File: src/rtl/spi_pkg.sv
// spi_pkg: shared FSM states, SPI mode constants and counter-width helper
package spi_pkg;
  typedef enum logic [1:0] {IDLE, SHIFT, DONE} state_t;
  localparam int CPOL = 0;
  localparam int CPHA = 0;
  function automatic int cnt_w(input int n);
    return n < 2 ? 1 : $clog2(n);
  endfunction
endpackage

File: src/rtl/spi_clkgen.sv
// spi_clkgen: half-period counter producing a one-cycle tick every CLKDIV enabled cycles
module spi_clkgen
  import spi_pkg::*;
#(
  parameter int CLKDIV = 4
) (
  input  logic i_clk,
  input  logic i_arstn,
  input  logic i_en,
  output logic o_tick
);
  localparam int W = cnt_w(CLKDIV);
  logic [W-1:0] cnt;
  assign o_tick = i_en && cnt == W'(CLKDIV - 1);
  always_ff @(posedge i_clk or negedge i_arstn) begin
    if (!i_arstn) cnt <= '0;
    else cnt <= (!i_en || o_tick) ? '0 : cnt + 1'b1;
  end
endmodule

File: src/rtl/spi_controller.sv
// spi_controller: mode-0 SPI master, one DATA_W-bit full-duplex frame per request
// Optional SPI_CONTROLLER_CSN_EN adds active-low chip select o_csn.
module spi_controller
  import spi_pkg::*;
#(
  parameter int DATA_W = 8,
  parameter int CLKDIV = 4
) (
  input  logic              i_clk,
  input  logic              i_arstn,
  input  logic              i_txValid,
  output logic              o_txReady,
  input  logic [DATA_W-1:0] i_txData,
  output logic              o_rxValid,
  output logic [DATA_W-1:0] o_rxData,
  output logic              o_busy,
  output logic              o_sck,
  output logic              o_sdo,
`ifdef SPI_CONTROLLER_CSN_EN
  output logic              o_csn,
`endif
  input  logic              i_sdi
);
  localparam int BW = cnt_w(DATA_W + 1);
  state_t state, state_nxt;
  logic [DATA_W-1:0] tx_sh, rx_sh;
  logic [BW-1:0] bit_cnt;
  logic tick, accept, lead, trail, sample, shift, last;
  spi_clkgen #(.CLKDIV(CLKDIV)) u_clkgen (
    .i_clk  (i_clk),
    .i_arstn(i_arstn),
    .i_en   (state == SHIFT),
    .o_tick (tick)
  );
  // leading edge leaves the idle level; mode 0 samples on it and shifts on the trailing one
  assign lead   = tick && o_sck == 1'(CPOL);
  assign trail  = tick && o_sck != 1'(CPOL);
  assign sample = CPHA == 0 ? lead : trail;
  assign shift  = CPHA == 0 ? trail : lead;
  assign accept = state == IDLE && i_txValid;
  assign last   = shift && bit_cnt + 1'b1 == BW'(DATA_W);
  assign o_txReady = state == IDLE;
  assign o_busy    = state != IDLE;
  assign o_rxValid = state == DONE;
`ifdef SPI_CONTROLLER_CSN_EN
  assign o_csn = state == IDLE;
`endif
  always_ff @(posedge i_clk or negedge i_arstn) begin
    if (!i_arstn) state <= IDLE;
    else state <= state_nxt;
  end
  always_comb begin
    state_nxt = state;
    state_nxt = state == IDLE  ? (i_txValid ? SHIFT : IDLE) :
                state == SHIFT ? (last ? DONE : SHIFT) : IDLE;
  end
  always_ff @(posedge i_clk or negedge i_arstn) begin
    if (!i_arstn) begin
      tx_sh    <= '0;
      rx_sh    <= '0;
      bit_cnt  <= '0;
      o_sck    <= 1'(CPOL);
      o_sdo    <= 1'b0;
      o_rxData <= '0;
    end else if (accept) begin
      tx_sh   <= i_txData;
      o_sdo   <= i_txData[DATA_W-1];
      bit_cnt <= '0;
      o_sck   <= 1'(CPOL);
    end else if (sample) begin
      o_sck <= ~o_sck;
      rx_sh <= {rx_sh[DATA_W-2:0], i_sdi};
    end else if (shift) begin
      o_sck   <= ~o_sck;
      tx_sh   <= tx_sh << 1;
      o_sdo   <= last ? 1'b0 : tx_sh[DATA_W-2];
      bit_cnt <= bit_cnt + 1'b1;
      if (last) o_rxData <= rx_sh;
    end
  end
endmodule
File: config.mk
export PLATFORM = sky130hd
export DESIGN_NAME = spi_controller
export DESIGN_NICKNAME = d
export VERILOG_FILES = /design/src/rtl/spi_pkg.sv /design/src/rtl/spi_clkgen.sv /design/src/rtl/spi_controller.sv
export SDC_FILE = /design/constraint.sdc
export NUM_CORES = 1
export LEC_CHECK = 0
export ABC_AREA = 1
export CORE_MARGIN = 4
export CORE_UTILIZATION = 47
export CTS_CLUSTER_SIZE = 12
export DETAILED_ROUTE_END_ITERATION = 12
export PLACE_DENSITY = 0.75
export SYNTH_ARGS = -nofsm -noshare
export SYNTH_HDL_FRONTEND = slang
export SYNTH_HIERARCHICAL = 1
export SYNTH_SLANG_ARGS = --single-unit
File: constraint.sdc
create_clock -name i_clk -period 1.55 [get_ports i_clk]
set_input_delay 0.155 -clock i_clk [delete_from_list [all_inputs] [get_ports i_clk]]
set_output_delay 0.155 -clock i_clk [all_outputs]
set_load 0.01 [all_outputs]
# Word-level counts from Yosys, hierarchy flattened
# Cells that the tools add are included.
[word_totals]
register_bits = 33
latch_bits = 0
ramBits = 0
rom_bits = 0
in_bits = 12
elab_cells = 50
mem_count = 0
[classes]
n_addsub = 2
mul = 0
div = 0
order_cmp = 0
n_eq_ne = 5
shift = 0
n_mux = 18
n_bitwise = 3
reduce_logical = 14
[op_table]
columns = ["cell", "count"]
rows = [
  ["$mux 7", 3],
  ["$mux 4", 3],
  ["$mux 1", 8],
  ["$mux 2", 4],
  ["$logic_and 1x1->1", 5],
  ["$add 4x1->4 const B", 1],
  ["$eq 2x2->1 const B", 2],
  ["$eq 4x4->1 const B", 1],
  ["$reduce_and 2->1", 2],
  ["$reduce_and 4->1", 1],
  ["$reduce_bool 2->1", 2],
  ["$not 1->1", 3],
  ["$reduce_bool 3->1", 1],
  ["$add 2x1->2 const B", 1],
  ["$eq 2x1->1 const B", 1],
  ["$logic_not 2->1", 1],
  ["$ne 2x2->1 const B", 1],
  ["$logic_not 1->1", 1],
  ["$logic_or 1x1->1", 1],
]

# Depth between registers and ports, before layout
[depth]
ltp_word = 8
mapped_depth = 11
ltp_nobuf = 11

# Cells and area by module
# The synthesis kept the hierarchy.
[modules_own_cells]
columns = ["module", "n_inst", "cells_per_inst", "area_per_inst_um2"]
rows = [
  ["spi_controller", 1, 154, 1423.9],
  ["spi_clkgen", 1, 10, 88.8],
]

# Worst setup path before layout
# OpenSTA, ideal clock, no wires.
[synth_timing]
kind = "flip-flop to flip-flop"
from = "register state[0]"
to = "register o_rxData[0]"
setup_ps = 117
arrival_time_ps = 1406
required_ps = 1433
setup_slack_ps = 27
stages_incl_launch_ff = 12
cell_sequence = "dfrtp_1 inv_1 nor2_1 nand2_1 inv_1 nand2_2 clkinv_4 nand3_4 nor2_8 nand3_4 nand2_1 nand2_1"
[synth_between]
elab_chain_len = 5
word_cells_on_any_way = 10
classes_between = "eq/ne: 1; bitwise: 2; reduce/logical: 7"
[synth_rtl]
columns = ["element", "line", "rtl"]
rows = [
  ["start: declaration", "spi_controller.sv:25", "state_t state, state_nxt;"],
  ["start signal: assignment", "spi_controller.sv:50", "else state <= state_nxt;"],
  ["$eq 2x1->1 (*)", "spi_controller.sv:32", ".i_en (state == SHIFT),"],
  ["$logic_and 1x1->1 (*)", "spi_clkgen.sv:14", "assign o_tick = i_en && cnt == W'(CLKDIV - 1);"],
  ["via tick", "spi_controller.sv:28", "logic tick, accept, lead, trail, sample, shift, last;"],
  ["$logic_and 1x1->1, on equally long branches", "spi_controller.sv:37, spi_controller.sv:36", ""],
  ["$logic_and 1x1->1 or $not 1->1 (tied branches)", "-", ""],
  ["$reduce_and 4->1 (no line) (*)", "-", ""],
  ["end signal: assignment", "spi_controller.sv:78", "if (last) o_rxData <= rx_sh;"],
  ["end: declaration", "spi_controller.sv:15", "output logic [DATA_W-1:0] o_rxData,"],
]
# The timed path passes the listed nets; every way through them passes the cells marked *.
# A chain may end at the register's enable or synchronous reset.

# Final worst setup path
[layout_timing]
from = "register state[1]"
to = "output port o_busy"
[layout_between]
elab_chain_len = 1
[layout_rtl]
columns = ["element", "line", "rtl"]
rows = [
  ["$reduce_bool 2->1", "spi_controller.sv:43", "assign o_busy = state != IDLE;"],
  ["end: declaration", "spi_controller.sv:16", "output logic o_busy,"],
]
# Every way passes these cells.

==> impl_metrics.ini <==
[floorplanning]
io_pins = 25
dieWidth_microns = 64.7
row_count = 20
core_sq_um = 3080
dieArea_sq_um = 4190
die_h_microns = 64.7
start_util = 0.491

[placement]
gp_congestion = 0.778
dp_hpwl_mm = 2.09
port_buffers = 24

[detailed_routing]
drc = 0
first_iter_violations = 41
num_vias = 1171
avgRoutedWirePerCell_microns = 11.6
wirelength_mm = 2.85
vias_per_cell = 4.76
drtAntennaViolNets = 0
drt_first_pass_iters = 4

[clock_network]
cts.htree.levels = 2
hold_buffers = 0
insertion_delay_ps = 330
cts.root.buffer_cell = clkbuf_4
cts_sinks = 33
cts_buffers = 5
clk_pin_slew_ps = 110
cts_buffer_depth = 2
tritoncts = done

[sta]
fmax_ghz = 0.654
worst_pin_slew_ps = 399
rsz0062_at_grt = true
whs_ps = 208
min_period_ps = 1530
post-route-period-util = 0.987
slew_headroom = 0.733
skew_ps = 15.6
hold_viol_final = 0
setup_violations = 0
maxSlewViolCount = 0

[worst_setup_path]
critPathMaxFanout = 3
cp_top_family = buffers and inverters
criticalPathCategory = reg -> out
end_kind = output port
crit_cells = 4
worstRegToRegCells = 11
slowest_stage = dfrtp_1
path_cells = buf_4 -> nor2_4 -> inv_1 -> dlygate4sd2_1
crit_buf_inv = 3
worstPathArrival_ps = 1370
cp_slowest_stage_delay_ps = 430
start_kind = flip-flop
worstPathRequired_ps = 1390

[pwr]
power.switching_mw = 0.323
p_leak_nw = 0.998
seqPwrFrac = 0.629
ir_drop_uv = 475
powerDensity_nw_per_um2 = 716
pwr-share-clk = 0.333
p_comb_frac = 0.038
cell_internal_pwr_mw = 1.07
power.share.switching = 0.232

[synth]
syn_area_per_cell_sq_um = 9.22
synth-seq-cells = 33
synth_cells = 164
async_flop_share = 1.00
yosysSeqAreaShare = 0.546
yosysWarningCount = 6
syn_area_sq_um = 1510
synth_edf_count = 0
synth_nets = 179
yosysUniqueCellTypes = 23
ys.flop_type = dfrtp_1

[final_layout]
drive_gt1_frac = 0.203
n_antenna_cell = 0
multiInputGateArea_sq_um = 614
final_util = 0.631
ff_latch_area_sq_um = 828
fillerInstances = 272
layout_common_cells = 52 x nand2_1, 31 x dfrtp_1, 21 x clkdlybuf4s50_1
nNetsFinal = 216
final_common_cell = nand2_1
syn_to_final_growth_pct = 28.4

[grt]
grt_max_degree = 34
globalRouteTotalUtil = 0.156
met3_usage = 0.0433
gr-total-overflow = 0
busiest_layer = met2
met1_usage = 0.191
grt_pass1_vias = 1147
antenna_found_initial = 0
grt_use_met2 = 0.259
grt_pass1_wl_mm = 5.04

[run]
maxCapViolations = 0

[run_status]
status = finished clean

[worst_hold_path]
hp-class = in -> async
-- worst reg2reg max path: stages, from the launching register on --
cell and delay [ps]:
dfrtp_1 380, inv_2 60, nor2_4 120, nand2_1 70, inv_2 80, nand2_4 70, inv_8 80, nand3_4 90
nor2_8 180, nand3_4 130, nand2_2 110, nand2_2 40
-- metrics by stage --
stage                     instance area [sq um]  setup TNS (ps)  total power [mW]  worst slack [ps]  cells
after floorplan                            1510               0             0.896              27.1    164
after global placement                     1820               0             0.945              99.7    233
after detailed placement                   1820               0             0.946              16.9    233
after CTS                                  1870               0              1.41              8.64    241
after global routing                       1940            -326              1.46             -50.7    246
final                                      1940               0              1.39              20.7    246
-- power groups by stage --
| stage | logic (mW) | registers, mW | clock network [mW] |
|---|---|---|---|
| 2_1_floorplan | 0.00710 | 0.889 | 0 |
| 5_1_grt | 0.0617 | 0.876 | 0.525 |
| 3_5_place_dp | 0.0551 | 0.891 | 0 |
| 3_3_place_gp | 0.0535 | 0.891 | 0 |
| 4_1_cts | 0.0550 | 0.874 | 0.480 |
| 6_report | 0.0531 | 0.874 | 0.463 |
-- final timing paths --
check | start | to | slack (ps)
setup reg to reg | state[0] | o_rxData[0] | 50
hold reg to reg | o_rxData[2] | o_rxData[2] | 490
setup / recovery | state[1] | o_busy | 20
min in group i_clk | i_txData[0] | tx_sh[0] | 360
hold / removal | i_arstn | bit_cnt[1] | 210
max in group asynchronous | i_arstn | o_sck | 1020
-- repair_timing --
| item | 4_1_cts | 5_1_grt |
|---|---|---|
| pin swaps | 0 | 6 |
| buffers inserted | 0 | 5 |
| resized for setup | 4 | 13 |
| endpoints found under the setup margin | 11 | 12 |
-- kinds of logic after synthesis --
| kind of cell | Yosys count | synth area share |
|---|---|---|
| AOI/OAI and AO/OA | 13 | 0.0480 |
| buffers and inverters | 23 | 0.0645 |
| adders and majority gates | 3 | 0.0248 |
| DFF | 33 | 0.546 |
| and+or+nand+nor | 92 | 0.317 |
-- layer usage --
layer	share of wire	wire length [microns]
met5	0	0
met4	0.013	36
met3	0.043	123
met2	0.50	1420
met1	0.45	1270
-- flip-flops by register name (all words and copies together), names as in the netlist --
register and cells:
o_rxData 8, rx_sh 8, tx_sh 7, bit_cnt 4, state 2, u_clkgen/cnt 2
o_sck 1, o_sdo 1
-- cell usage after synthesis, drive strengths merged, types with 3 or more instances --
library cell / n / area, sq um
nand2: 59 / 234
dfrtp: 33 / 826
inv: 19 / 71.3
nor2: 13 / 88.8
nand3: 9 / 70.1
nand4: 9 / 56.3
o21ai: 7 / 35.0
a21oi: 4 / 20.0
buf: 3 / 17.5
ha: 3 / 37.5
-- area by class of cell --
class / instances / area share
clock inverter: 3 / 0.00902
clock buffer: 5 / 0.0193
multi-input combinational: 108 / 0.316
inverter: 20 / 0.0438
timing repair buffer: 33 / 0.157
sequential: 33 / 0.427
tap: 44 / 0.0284
Power figures use the tool's default switching activity.
